==> config.mk <==
export PLATFORM = sky130hd
export DESIGN_NAME = ardunio_tick_tx
export DESIGN_NICKNAME = d
export VERILOG_FILES = /design/src/rtl/ardunio_tick_tx.sv
export SDC_FILE = /design/constraint.sdc
export NUM_CORES = 1
export LEC_CHECK = 0
export CAP_MARGIN = 0
export CORE_ASPECT_RATIO = 0.8
export CORE_UTILIZATION = 53
export DETAILED_ROUTE_END_ITERATION = 8
export PLACE_DENSITY = 0.76
export SYNTH_ARGS = -nofsm -noshare
export SYNTH_HDL_FRONTEND = slang
export SYNTH_SLANG_ARGS = --single-unit
export TNS_END_PERCENT = 30
==> constraint.sdc <==
create_clock -name clk -period 2.2 [get_ports clk]
set_input_delay 0.33 -clock clk [delete_from_list [all_inputs] [get_ports clk]]
set_output_delay 0.33 -clock clk [all_outputs]
set_load 0.02 [all_outputs]
==> src/rtl/ardunio_tick_tx.sv <==
// Tick-line transmitter: emits a burst of timed pulses to the Arduino and
// mirrors the far-end 0..5 receive counter in shadow_cnt.
module ardunio_tick_tx #(
  parameter int HIGH_CYCLES = 50000,
  parameter int LOW_CYCLES  = 50000,
  parameter int TIMER_W     = 17
) (
  input  logic       clk,
  input  logic       rst_n,
  input  logic       start,
  input  logic [2:0] burst_len,
  input  logic       sync_clr,
  output logic       busy,
  output logic       done,
  output logic       tick,
  output logic [2:0] shadow_cnt
);

  localparam logic [1:0] S_IDLE = 2'd0;
  localparam logic [1:0] S_HIGH = 2'd1;
  localparam logic [1:0] S_LOW  = 2'd2;
  localparam logic [1:0] S_DONE = 2'd3;

  localparam logic [TIMER_W-1:0] HI_LD = TIMER_W'(HIGH_CYCLES - 1);
  localparam logic [TIMER_W-1:0] LO_LD = TIMER_W'(LOW_CYCLES - 1);

  logic [1:0]         state_q, state_d;
  logic [TIMER_W-1:0] timer_q, timer_d;
  logic [2:0]         rem_q, rem_d;
  logic [2:0]         shad_q, shad_d;
  logic               tick_q, tick_d;
  logic               busy_q, busy_d;
  logic               done_q, done_d;

  function automatic logic [2:0] shad_adv(input logic [2:0] v);
    return (v == 3'd5) ? 3'd0 : v + 3'd1;
  endfunction

  always_comb begin
    state_d = state_q;
    timer_d = timer_q;
    rem_d   = rem_q;
    shad_d  = shad_q;
    tick_d  = tick_q;
    busy_d  = busy_q;
    done_d  = 1'b0;
    case (state_q)
      S_IDLE: begin
        if (start) begin
          if (burst_len != 3'd0) begin
            rem_d   = burst_len - 3'd1;
            timer_d = HI_LD;
            tick_d  = 1'b1;
            busy_d  = 1'b1;
            shad_d  = shad_adv(shad_q);
            state_d = S_HIGH;
          end else begin
            state_d = S_DONE;
          end
        end else if (sync_clr) begin
          shad_d = 3'd0;
        end
      end
      S_HIGH: begin
        if (timer_q != '0) begin
          timer_d = timer_q - TIMER_W'(1);
        end else begin
          tick_d  = 1'b0;
          timer_d = LO_LD;
          state_d = S_LOW;
        end
      end
      S_LOW: begin
        if (timer_q != '0) begin
          timer_d = timer_q - TIMER_W'(1);
        end else if (rem_q == 3'd0) begin
          busy_d  = 1'b0;
          done_d  = 1'b1;
          state_d = S_DONE;
        end else begin
          rem_d   = rem_q - 3'd1;
          tick_d  = 1'b1;
          timer_d = HI_LD;
          shad_d  = shad_adv(shad_q);
          state_d = S_HIGH;
        end
      end
      S_DONE: begin
        // A zero-length request enters DONE with done low; it spends one
        // more cycle here to raise done before returning to IDLE.
        if (done_q) begin
          state_d = S_IDLE;
        end else begin
          done_d = 1'b1;
        end
      end
      default: state_d = S_IDLE;
    endcase
  end

  always_ff @(posedge clk or negedge rst_n) begin
    if (!rst_n) begin
      state_q <= S_IDLE;
      timer_q <= '0;
      rem_q   <= 3'd0;
      shad_q  <= 3'd0;
      tick_q  <= 1'b0;
      busy_q  <= 1'b0;
      done_q  <= 1'b0;
    end else begin
      state_q <= state_d;
      timer_q <= timer_d;
      rem_q   <= rem_d;
      shad_q  <= shad_d;
      tick_q  <= tick_d;
      busy_q  <= busy_d;
      done_q  <= done_d;
    end
  end

  assign busy       = busy_q;
  assign done       = done_q;
  assign tick       = tick_q;
  assign shadow_cnt = shad_q;

endmodule

**Yosys cells after proc, flatten, opt, wreduce, memory -nomap -nowiden**

Index checks and enable logic that the tools add are counted.

- Input bits: 7
- Logic and storage cells: 75
- Register bits: 28

- Equality and inequality tests: 14
- $add $sub $neg: 4
- Muxes and demuxes: 38
- Reduce and logical (&&, ||, !) cells: 12

Operators by type and width:

| cell | number |
|---|---|
| 17-bit two-way mux | 5 |
| 17-bit case mux with 3 select lines | 1 |
| 3-bit two-way mux | 10 |
| 17-bit nonzero test | 1 |
| 17-bit by 1-bit subtractor with 17-bit output (second input constant) | 1 |
| 5-bit AND reduction | 3 |
| 2-bit != test (second input constant) | 7 |
| 2-bit two-way mux | 6 |
| 3-bit case mux with 2 select lines | 2 |
| 1-bit two-way mux | 10 |
| 3-bit != test (second input constant) | 3 |
| 2-bit case mux with 4 select lines | 1 |
| 4-bit AND reduction | 2 |
| 6-bit AND reduction | 1 |
| 3-bit nonzero test | 2 |
| 3-bit by 1-bit subtractor with 3-bit output (second input constant) | 2 |
| 2-bit == test (second input constant) | 2 |
| 1-bit case mux with 2 select lines | 2 |
| 3-bit by 1-bit adder with 3-bit output (second input constant) | 1 |
| 3-bit == test (second input constant) | 1 |
| 3-bit logical NOT | 1 |
| 1-bit case mux with 3 select lines | 1 |
| 2-bit by 1-bit == test with 1-bit output (second input constant) | 1 |
| 2-bit logical NOT | 1 |
| 2-bit nonzero test | 1 |

**Longest topological paths before layout**

- Depth after elaboration: 5
- Depth in mapped cells: 10
- Gate-level depth less buffers: 9

**Least setup slack after synthesis**

OpenSTA, ideal clock, no wires.

- Path type: register to register
- Start point: register timer_q[0]
- End point: register timer_q[14]
- Arrival time: 2,087 ps
- Data required time: 2,055 ps
- Cell stages (with the launch flop): 10
- Setup time: 145 ps
- Slack: -32 ps
- Buffers on the path: 3
- Clock period less this slack: 2,232 ps
- Path through: dfrtp_1 -> inv_1 -> ha_1 -> or4b_1 -> clkbuf_1 -> or4_4 -> buf_6 -> o21ai_4 -> buf_6 -> a221oi_1

- Cells in the longest elaborated chain, start to end: 3
- Elaborated cells on any way between the ends: 7
- Those cells by class: 1 x add/sub; 1 x eq/ne; 3 x mux; 2 x reduce/logical

Ends and longest elaborated chain:

| item | line | RTL |
|---|---|---|
| from (decl) | 28 | `logic [TIMER_W-1:0] timer_q, timer_d;` |
| from (signal assigned) | 112 | `timer_q <= timer_d;` |
| 17-bit by 1-bit subtractor with 17-bit output or 17-bit nonzero test (tied branches) | -- |  |
| 17-bit two-way mux (tied with other cells) | 74 | `if (timer_q != '0) begin` |
| 17-bit case mux with 3 select lines or 4-bit AND reduction (tied branches) | -- |  |

Several ways; a longest one is shown, not always the timed one.
A chain may end at the register's enable or synchronous reset.

**Final worst setup path**

- Start point: register state_q[0]
- End point: register rem_q[2]

- Cells in the longest elaborated chain, start to end: 3
- Elaborated cells on any way between the ends: 9
- Those cells by class: 5 x eq/ne; 1 x mux; 3 x reduce/logical

Ends and longest elaborated chain:

| item | line | RTL |
|---|---|---|
| from (decl) | 27 | `logic [1:0] state_q, state_d;` |
| from (signal assigned) | 111 | `state_q <= state_d;` |
| 2-bit == test or 2-bit logical NOT (tied branches) | 47 | `case (state_q)` |
| 2-bit != test (no line) or 2-bit nonzero test (tied branches) | -- |  |
| 5-bit AND reduction (no line) | -- |  |
| to (signal assigned) | 113 | `rem_q <= rem_d;` |
| to (decl) | 29 | `logic [2:0] rem_q, rem_d;` |

Several ways; a longest one is shown, not always the timed one.

==> results.md <==
- Violated checks: setup timing
- Leak: 1.15 nW
- Share of layout cells above drive strength 1: 33.5%
- Die Span Y: 56.2 um
- Vias: 2,156
- Crit path kind: reg -> reg
- Post-Synthesis Cells: 208
- Synth-to-Final Area Change: 37.3%
- Outcome: complete, but fails checks
- Clk_skew: 0.0110 ns
- Final hold vios: 0
- H-Tree Depth: 1
- Crit-path leading delay family: compound AO/OA/AOI/OAI gates
- Worst Tran Pin Value: 0.626 ns
- Routed wire per std cell: 19.3 um
- Synth cell types: 59
- Clk root buf: clkbuf_8
- Number of flops mapped to enable cells by yosys: 0
- Final RePlAce weighted congestion: 0.920
- Commonest non-fill, non-tap cell in the layout: buf_4
- Post-Syn Area per Cell: 9.35 um2
- Synthesized cell area: 0.00195 mm2
- Worst hold margin: 0.421 ns
- DRC Markers: 0
- CTS tree: done
- Largest net degree at the start of global routing: 29
- Placed cells: 302
- Maximum vdd ir drop: 1.01 mV
- Hold/Removal Path Class: in -> async
- Clk slew on worst S/H paths: 0.10 ns
- Placeable Area: 0.00347 mm2
- Diode count: 0
- Buffers on Ports: 12
- CP max FO: 7
- WL final: 6.06 mm
- DR vias/cell: 6.87
- Worst Slack Setup Final: -0.176 ns
- DP HPWL: 4.06 mm
- Total power: 0.00288 W
- Layout Cells excl Fill: 314
- Worst path bufs/invs: 2
- Fin crit share: 108%
- First-pass DRT Iterations: 5
- FP Rows: 19
- CTS Buf Count: 3
- Number of I/O pins: 13
- Overflow after GRT: 0
- Commonest non-fill, non-tap cells in the layout: buf_4 (54), dfrtp_1 (28), inv_1 (13), clkdlybuf4s50_1 (12), nor2_1 (11)
- PwrDens: 1080 mW/mm2
- Total of max-cap violations: 0
- Chip width: 69.7 um
- Post-layout net count: 287
- Worst path slowest cell: dfrtp_1
- Worst EP required: 2.37 ns
- Tmin final: 2.38 ns
- FFs w/ async S/R, synth: 100%
- CP Capture Type: register
- Die area: 0.00392 mm2
- Slew HR: 58.3%
- Final-report max-slew violation count: 0
- Syn nets: 222
- Most used cell, CP: ha_1
- Pre-CTS setup slack: -0.0764 ns
- Max incr delay on CP: 0.41 ns
- RSZ-0062 raised after global routing: true
- Cells along the critical path: inv_1 > ha_1 > buf_4 > nand2_1 > a21boi_0 > ha_1 > xor2_1 > a2111oi_1 > o21bai_1 > nor4_1
- Primary FF master, synth: dfrtp_1
- Starting Density: 56.1%
- Vias in the first global route: 1,974
- Final setup violation count: 5
- Flops & latches, synth: 28
- Clock sinks: 28
- Setup TNS: -0.232 ns
- Antenna violations before repair: 0
- Fmax: 0.421 GHz
- Max clock buf depth: 2
- Worst EP arrival: 2.54 ns
- ANT nets after route: 0
- Drt first-iter violations: 253
- Worst-Skew Late Latency: 0.28 ns
- First-pass GRT wire length: 9.20 mm
- Sequential fraction of the synthesis area: 36.0%
- Overall global routing resource usage: 29.9%
- Crit path launch type: register
- Syn. warnings: 0
==> worst reg2reg max path: cells and delay by family, from the launching register on <==
family,cells,cell delay [ns]
xor gates and xnor gates,1,0.09
AOI/OAI and AO/OA,3,0.82
buffers and inverters,2,0.26
DFF,1,0.41
and+or+nand+nor,2,0.15
adders and majority gates,2,0.55
==> cells by family after synthesis <==
group	synth area share [%]
and+or+nand+nor	24.2
AOI/OAI and AO/OA	25.5
buffers and inverters	7.14
DFF	36.0
adders and majority gates	4.50
muxes	2.19
xor gates and xnor gates	0.450
==> flip-flops by register name, summed over array words and instances (netlist names) <==
name / count
done: 1
busy: 1
state_q: 2
tick: 1
rem_q: 3
timer_q: 17
shadow_cnt: 3
==> final cells by class <==
class	instances	area (um2)
timing repair buffer	72	602
fill	220	800
tap	42	52.6
multi-input combinational	153	1200
clock buffer	4	55.1
sequential	28	701
inverter	15	56.3
==> where the power goes <==
group          switching [W]  total (W)  internal, W
Sequential          0.000122   0.000754     0.000631
Clock               0.000155   0.000315     0.000160
Combinational        0.00102    0.00181     0.000791
==> worst paths after layout <==
check,to,cells past startpoint,slack [ns],from
worst max register to register,rem_q[2],10,-0.18,state_q[0]
worst min register to register,busy,2,0.54,busy
worst max-delay path,rem_q[2],10,-0.18,state_q[0]
max in group asynchronous,timer_q[16],2,1.50,rst_n
min in group clk,busy,2,0.54,busy
worst min-delay path,timer_q[10],2,0.42,rst_n
==> per-layer routing <==
layer | track usage (%) | share of wire [%] | vias to the layer above
li1 | - | - | 948
met1 | 40.0 | 43 | 1037
met2 | 47.9 | 47 | 146
met3 | 7.25 | 8.1 | 25
met4 | 9.43 | 2.7 | 0
met5 | 0 | 0 | -
==> synthesized netlist by cell type (all sizes together), types with 2 or more instances <==
| cell type | count | area, um2 |
|---|---|---|
| buf | 8 | 63.8 |
| o211ai | 3 | 22.5 |
| nor2 | 12 | 45.0 |
| clkbuf | 5 | 18.8 |
| mux2 | 2 | 22.5 |
| a21boi | 2 | 15.0 |
| o31ai | 7 | 52.6 |
| and3 | 4 | 25.0 |
| nand4 | 4 | 25.0 |
| a221oi | 2 | 17.5 |
| o221ai | 3 | 26.3 |
| nor3 | 8 | 40.0 |
| nand4b | 2 | 17.5 |
| nor3b | 3 | 22.5 |
| o21ai | 9 | 56.3 |
| o211a | 2 | 20.0 |
| nand2 | 6 | 22.5 |
| a31o | 2 | 17.5 |
| nand3 | 8 | 40.0 |
| nor4 | 7 | 58.8 |
| inv | 15 | 56.3 |
| o41ai | 4 | 50.1 |
| a221o | 4 | 40.0 |
| a31oi | 4 | 25.0 |
| mux2i | 2 | 20.0 |
| ha | 7 | 87.6 |
| or4 | 9 | 75.1 |
| a21oi | 7 | 35.0 |
| dfrtp | 28 | 701 |
| nand2b | 4 | 25.0 |
| a2111oi | 2 | 17.5 |
| or3 | 3 | 18.8 |
==> what timing repair did <==
action,CTS,global route
hold buffers,0,0
pin swaps,2,6
gates resized for setup,12,16
cloned,1,1
endpoints found under the setup margin,17,26
setup buffers,2,4
==> per-stage QoR <==
| stage | utilization [%] | instance area (um2) |
|---|---|---|
| 6_report | 77.0 | 2670 |
| 5_1_grt | 77.0 | 2670 |
| 4_1_cts | 74.2 | 2570 |
| 3_5_place_dp | 70.5 | 2450 |
| 3_3_place_gp | 70.5 | 2450 |
| 2_1_floorplan | - | 1950 |
No activity file was read; power rests on OpenSTA's default activity.
